`src/rtl/pdm_cic_decimator.sv`:
```
// CIC decimator: turns the strobed 1-bit PDM stream into signed, saturated PCM samples.
// Integrators run at the strobe rate; a one-stage-per-cycle comb pipeline runs once per tick.
module pdm_cic_decimator #(
  parameter int STAGES = 4,
  parameter int DECIM  = 64,
  parameter int OUT_W  = 16
) (
  input  logic                    clk,
  input  logic                    rst,
  input  logic                    sample_en,
  input  logic                    sampled_bit,
  output logic signed [OUT_W-1:0] pcm_sample,
  output logic                    pcm_valid
);

  localparam int L     = $clog2(DECIM);
  localparam int G     = STAGES * L;
  localparam int ACC_W = G + 2;
  localparam int SHIFT = G - (OUT_W - 1);
  localparam int TW    = $clog2(STAGES + 1);

  typedef logic signed [ACC_W-1:0] acc_t;

  localparam acc_t SAT_MAX = {{(ACC_W-OUT_W+1){1'b0}}, {(OUT_W-1){1'b1}}};
  localparam acc_t SAT_MIN = {{(ACC_W-OUT_W+1){1'b1}}, {(OUT_W-1){1'b0}}};

  acc_t             r_integ [STAGES];
  acc_t             r_y     [STAGES];  // r_y[0] is the comb input capture
  acc_t             r_d     [STAGES];
  logic [STAGES-1:0] r_v;
  logic [STAGES-1:0] r_flag;
  logic [L-1:0]     r_dec_cnt;
  logic [TW-1:0]    r_tick_cnt;

  acc_t             w_x;
  acc_t             w_integ_nxt [STAGES];
  acc_t             w_diff      [STAGES];
  acc_t             w_shifted;
  logic [OUT_W-1:0] w_sat;
  logic             w_tick;

  always_comb begin
    w_x            = sampled_bit ? acc_t'(1) : '1;
    w_integ_nxt[0] = r_integ[0] + w_x;
    for (int k = 1; k < STAGES; k++) begin
      w_integ_nxt[k] = r_integ[k] + r_integ[k-1];
    end
    for (int k = 0; k < STAGES; k++) begin
      w_diff[k] = r_y[k] - r_d[k];
    end
    w_tick    = sample_en && (&r_dec_cnt);
    w_shifted = w_diff[STAGES-1] >>> SHIFT;
    w_sat     = w_shifted[OUT_W-1:0];
    if (w_shifted > SAT_MAX) begin
      w_sat = SAT_MAX[OUT_W-1:0];
    end else if (w_shifted < SAT_MIN) begin
      w_sat = SAT_MIN[OUT_W-1:0];
    end
  end

  // NOTE: every register here, arrays included, is state the spec clears on reset,
  // so the arrays are reset in loops rather than left as uninitialised storage.
  always_ff @(posedge clk) begin
    if (rst) begin
      for (int k = 0; k < STAGES; k++) begin
        r_integ[k] <= '0;
        r_y[k]     <= '0;
        r_d[k]     <= '0;
      end
      r_v        <= '0;
      r_flag     <= '0;
      r_dec_cnt  <= '0;
      r_tick_cnt <= '0;
      pcm_sample <= '0;
      pcm_valid  <= 1'b0;
    end else begin
      // NOTE: non-blocking assignments give the registered cascade: each integrator
      // sees the previous stage's value from before this edge.
      if (sample_en) begin
        for (int k = 0; k < STAGES; k++) begin
          r_integ[k] <= w_integ_nxt[k];
        end
        r_dec_cnt <= r_dec_cnt + 1'b1;
      end

      r_v[0]    <= w_tick;
      r_flag[0] <= (r_tick_cnt == TW'(STAGES));
      if (w_tick) begin
        r_y[0] <= w_integ_nxt[STAGES-1];
        if (r_tick_cnt != TW'(STAGES)) begin
          r_tick_cnt <= r_tick_cnt + 1'b1;
        end
      end

      // Comb stage k fires in the cycle its valid bit is set.
      for (int k = 0; k < STAGES; k++) begin
        if (r_v[k]) begin
          r_d[k] <= r_y[k];
        end
      end
      for (int k = 0; k < STAGES - 1; k++) begin
        r_v[k+1]    <= r_v[k];
        r_flag[k+1] <= r_flag[k];
        if (r_v[k]) begin
          r_y[k+1] <= w_diff[k];
        end
      end

      pcm_valid <= r_v[STAGES-1] && r_flag[STAGES-1];
      if (r_v[STAGES-1]) begin
        pcm_sample <= w_sat;
      end
    end
  end

endmodule

```
`config.mk`:
```
export PLATFORM = sky130hd
export DESIGN_NAME = pdm_cic_decimator
export DESIGN_NICKNAME = d
export VERILOG_FILES = /design/src/rtl/pdm_cic_decimator.sv
export SDC_FILE = /design/constraint.sdc
export NUM_CORES = 1
export LEC_CHECK = 0
export ABC_AREA = 0
export CELL_PAD_IN_SITES_DETAIL_PLACEMENT = 1
export CELL_PAD_IN_SITES_GLOBAL_PLACEMENT = 2
export CORE_MARGIN = 2
export CORE_UTILIZATION = 39
export DETAILED_ROUTE_END_ITERATION = 8
export PLACE_DENSITY = 0.85
export RECOVER_POWER = 25
export SKIP_LAST_GASP = 1
export SLEW_MARGIN = 5
export SYNTH_ARGS = -nofsm -noshare
export SYNTH_HDL_FRONTEND = slang
export SYNTH_SLANG_ARGS = --single-unit
```
`constraint.sdc`:
```
create_clock -name clk -period 3.4 [get_ports clk]
set_input_delay 0.68 -clock clk [delete_from_list [all_inputs] [get_ports clk]]
set_output_delay 0.68 -clock clk [all_outputs]
set_load 0.05 [all_outputs]
```
Yosys cells after proc, flatten, opt, wreduce, memory -nomap -nowiden. Memories as Yosys holds them, arrays and structs flattened. Cells that the tools add are included.

Register bits after elaboration: 34. RAM bits: 312. Input port bits: 4. Output and inout port bits: 17. Logic and storage cells: 74. Memories: 3.

Add/subtract/negate cells: 10. $lt $le $gt $ge: 2. Equality and inequality tests: 2. Multiplexer cells: 35. Bitwise gates (word level): 12. Reductions and logical operators: 4.

Memories: r_d (words 4, width 26, rd ports 4, clocked after Yosys merged registers in 0, wr ports 4, RTL line 29) `acc_t r_d [STAGES];`; r_integ (words 4, width 26, rd ports 4, clocked after Yosys merged registers in 0, wr ports 4, RTL line 27) `acc_t r_integ [STAGES];`; r_y (words 4, width 26, rd ports 4, clocked after Yosys merged registers in 0, wr ports 4, RTL line 28) `acc_t r_y [STAGES];`.

Operators with widths (number): $mux 26 (13); $add 26x26->26 (4); $sub 26x26->26 (4); $mux 16 (2); $mux 1 (20); $gt 17x16->1 const B (1); $lt 17x16->1 const B (1); $or 1x1->1 (12); $add 6x1->6 const B (1); $reduce_and 6->1 (1); $add 3x1->3 const B (1); $eq 3x3->1 const B (1); $ne 3x3->1 const B (1); $logic_and 1x1->1 (2); $reduce_and 2->1 (1).

Depth between registers and ports, before layout.
Depth in word-level cells: 6. Gate-level depth with buffers: 12. Mapped depth without buffers: 12.

Worst setup path before layout. No wires, ideal clock.

Kind: input port to flip-flop. Start: input port sampled_bit. End: memory r_integ[0][19] (netlist name) (data pin). Setup time: 0.266 ns. Arrival time: 3.166 ns. Data required time: 3.134 ns. Path slack: -0.032 ns. Stages on the path: 11. Buffers on the path: 0. Path through: inv_1 -> ha_1 -> a21o_1 -> a21oi_1 -> o21ai_1 -> a41oi_2 -> o221ai_1 -> o41ai_1 -> o21ai_0 -> xnor2_1 -> nor2_1.

RTL lines: start: declaration (RTL line 11) `input logic sampled_bit,`; end: declaration (RTL line 27).

==> run summary <==
Setup-failing EPs final - 0
pin count of the biggest net entering global routing - 53
Vias - 16217
CTS tree - yes
Leak - 0.01053 µW
Final Skew - 0.02055 ns
Setup Slack @ Placement - -0.8320 ns
slowest library cell on the worst path - edfxtp_1
# diodes - 0
die height - 241.7 µm
setup ws final - 0.1997 ns
critical path peak fanout - 4
Mapped Area - 22030 µm²
Worst Setup SP - r_integ[2][0]
Clk Tree Root Cell - clkbuf_16
Peak Freq - 312.5 MHz
top cells by area, synth - edfxtp_1 43%, ha_1 11%, nor2_1 3.9%
most frequent cells in the layout - 312 x edfxtp_1, 231 x nor2_1, 201 x ha_1, 170 x inv_1, 142 x a21oi_1
layout cells sized above 1 - 8.540%
Synth warnings - 0
met1 Use GR - 19.19%
CP startpoint kind - flip-flop
drt pass-1 iters - 5
hold path cells - 1
Num CTS Buffers - 41
Peak supply drop - 417.9 µV
most used cell, CP - o21a_1
number of flops mapped to enable cells by yosys - 312
vias in the first global route - 17673
Hold Vio Cnt, Final - 0
post-detail-place hpwl - 38.63 mm
fin crit period - 3.200 ns
Nets - 2478
clock slew at reported path FFs - 0.06 ns
RR Startpoint - r_integ[2][0]
R2R depth - 12
Worst Max-Slew Pin Slew - 1.301 ns
gr usage total - 17.51%
Final Max Tran Viols - 0
worst path required time - 3.70 ns
Mapped Cells - 2158
Hold Path Class - flip-flop to flip-flop
gp weighted congestion - 0.8146
Rel. slew slack - 13.26%
Die ar. - 58400 µm²
syn_nets - 2370
FF+latch count, synth - 346
Setup TNS - 0 ns
hold_ws - 0.4418 ns
CTS Buffer Depth - 3
initial core utilization - 39.29%
Tcrit/Tclk final - 94.13%
GRT met3 Usage - 2.608%
first-pass GRT wire length - 85.68 mm
Mean Syn Cell Area - 10.21 µm²
gr busiest metal - met2
Power per Cell Area - 485.6 nW/µm²
total gr overflow - 0
Primary FF master, synth - edfxtp_1
Buf+Inv Stages, Crit Path - 1
part of the Yosys area used for sequential elements - 45.62%
Die Wd - 241.7 µm
WS Path Type - flip-flop to flip-flop
Clock Latency Late Sink - 0.57 ns
Tot Pwr - 12130 µW
critical path depth - 12
WP data arrival - 3.50 ns
DRT iter0 DRCs - 539
number of port buffers - 20
Final Util - 44.56%
Core ar. - 56060 µm²
drt wl/cell - 16.58 µm
status - complete, no violations
number of fill cells - 6247
top cell type by total area after synthesis - edfxtp_1
drt drc - 0
share of the synthesized area in the top cell type - 42.53%
M2 GR Usage - 34.11%
Top Ports - 21
Hold Startpoint - r_flag[2]
# rows - 87
Num Clock Sinks - 346
max_cap viols - 0
RSZ-0062 raised after global routing - false
slowest stage delay, CP - 0.43 ns
synth-to-layout area growth - 13.39%
CP Cell Sequence - ha_1 > inv_1 > fa_1 > nor2b_1 > o21a_1 > o21a_1 > o31a_1 > a2111oi_4 > o31ai_1 > nand2_1 > nor3_1 > a211o_1
most common cell after layout, fill and taps aside - edfxtp_1
H-tree depth - 2
post-synth cell types - 85
crit end category - flip-flop
initial antenna violation count - 0
Antenna Nets Post-Route - 0
final wirelength - 50.57 mm
ys async rst share - 0%
Worst path top cell family by delay - compound AO/OA/AOI/OAI gates
Via density - 5.315
==> worst register-to-register path, cell delays in order (launching register included) <==
cell,delay (ns)
edfxtp_1,0.43
ha_1,0.26
inv_1,0.10
fa_1,0.22
nor2b_1,0.06
o21a_1,0.18
o21a_1,0.22
o31a_1,0.32
a2111oi_4,0.43
o31ai_1,0.18
nand2_1,0.20
nor3_1,0.09
a211o_1,0.27
==> logic make-up after synthesis <==
| family | count (synthesis) | synth area share, % |
|---|---|---|
| XOR/XNOR | 134 | 5.413 |
| AO/OA/AOI/OAI | 515 | 15.94 |
| multiplexers | 12 | 0.5567 |
| buffers and inverters | 216 | 3.715 |
| adder cells (fa/ha/maj) | 210 | 12.16 |
| AND/OR/NAND/NOR | 725 | 16.60 |
| flip-flops | 346 | 45.62 |
==> report_power, final <==
group          leakage (µW)  internal (µW)  switching [µW]
clock              0.000621           2460            1760
combinational       0.00652           1180            1600
sequential          0.00340           4950             177
total                0.0105           8590            3540
==> routing by layer <==
metal / vias up / part of all wire (%)
li1: 8042 / -
met1: 7934 / 41
met2: 146 / 53
met3: 95 / 2.3
met4: 0 / 3.0
met5: - / 0
==> final cells by class <==
cell class / instances / area [µm²] / share of cell area [%]
multi-input combinational: 1596 / 11200 / 44.86
sequential: 346 / 10050 / 40.23
tap: 756 / 945.9 / 3.787
clock buffer: 56 / 1122 / 4.493
timing repair buffer: 108 / 862.1 / 3.451
inverter: 173 / 653.1 / 2.615
clock inverter: 16 / 140.1 / 0.5610
==> flip-flops by register name, indices dropped and copies added, names as in the netlist <==
signal / flops
r_v: 4
r_tick_cnt: 3
pcm_valid: 1
r_flag: 4
r_d: 104
r_integ: 104
r_dec_cnt: 6
pcm_sample: 16
r_y: 104
==> through the flow <==
stage	cells	cell area (µm²)
after floorplan	2158	22030
after global placement	2977	23720
after detailed placement	2977	23720
after CTS	3050	24990
after global routing	3051	24980
final	3051	24980
==> what timing repair did <==
| item | 4_1_cts | 5_1_grt |
|---|---|---|
| endpoints found under the setup margin | 12 | 17 |
| hold endpoints to repair | 0 | 0 |
| pin swaps | 0 | 2 |
| setup buffers | 1 | 1 |
| hold buffers | 0 | 0 |
| gates resized for setup | 3 | 8 |
==> cell usage after synthesis (8+ instances only) <==
cell type,instances
o21ai_1,11
o31ai_1,8
and2_1,120
nor3b_1,10
or2_2,9
o21ai_0,82
and3_1,19
o21bai_1,18
mux2i_1,10
nor2b_1,29
nand2b_1,41
nor2_1,231
nor3_1,66
nor4_1,14
or3_1,18
edfxtp_1,312
a21o_1,73
ha_1,201
nand3_1,38
a221o_1,11
xnor2_1,72
inv_1,171
nand2_1,95
nand4_1,14
a211oi_1,22
clkbuf_1,36
a21oi_1,143
o21a_1,29
a31oi_1,16
xor2_1,61
dfxtp_1,34
a211o_1,13
==> worst paths after layout <==
check | endpoint | slack [ns]
setup / recovery | r_y[0][22] | 0.20
setup reg to reg | r_y[0][22] | 0.20
hold / removal | r_flag[3] | 0.44
hold reg to reg | r_flag[3] | 0.44
No activity file was read; power rests on OpenSTA's default activity.
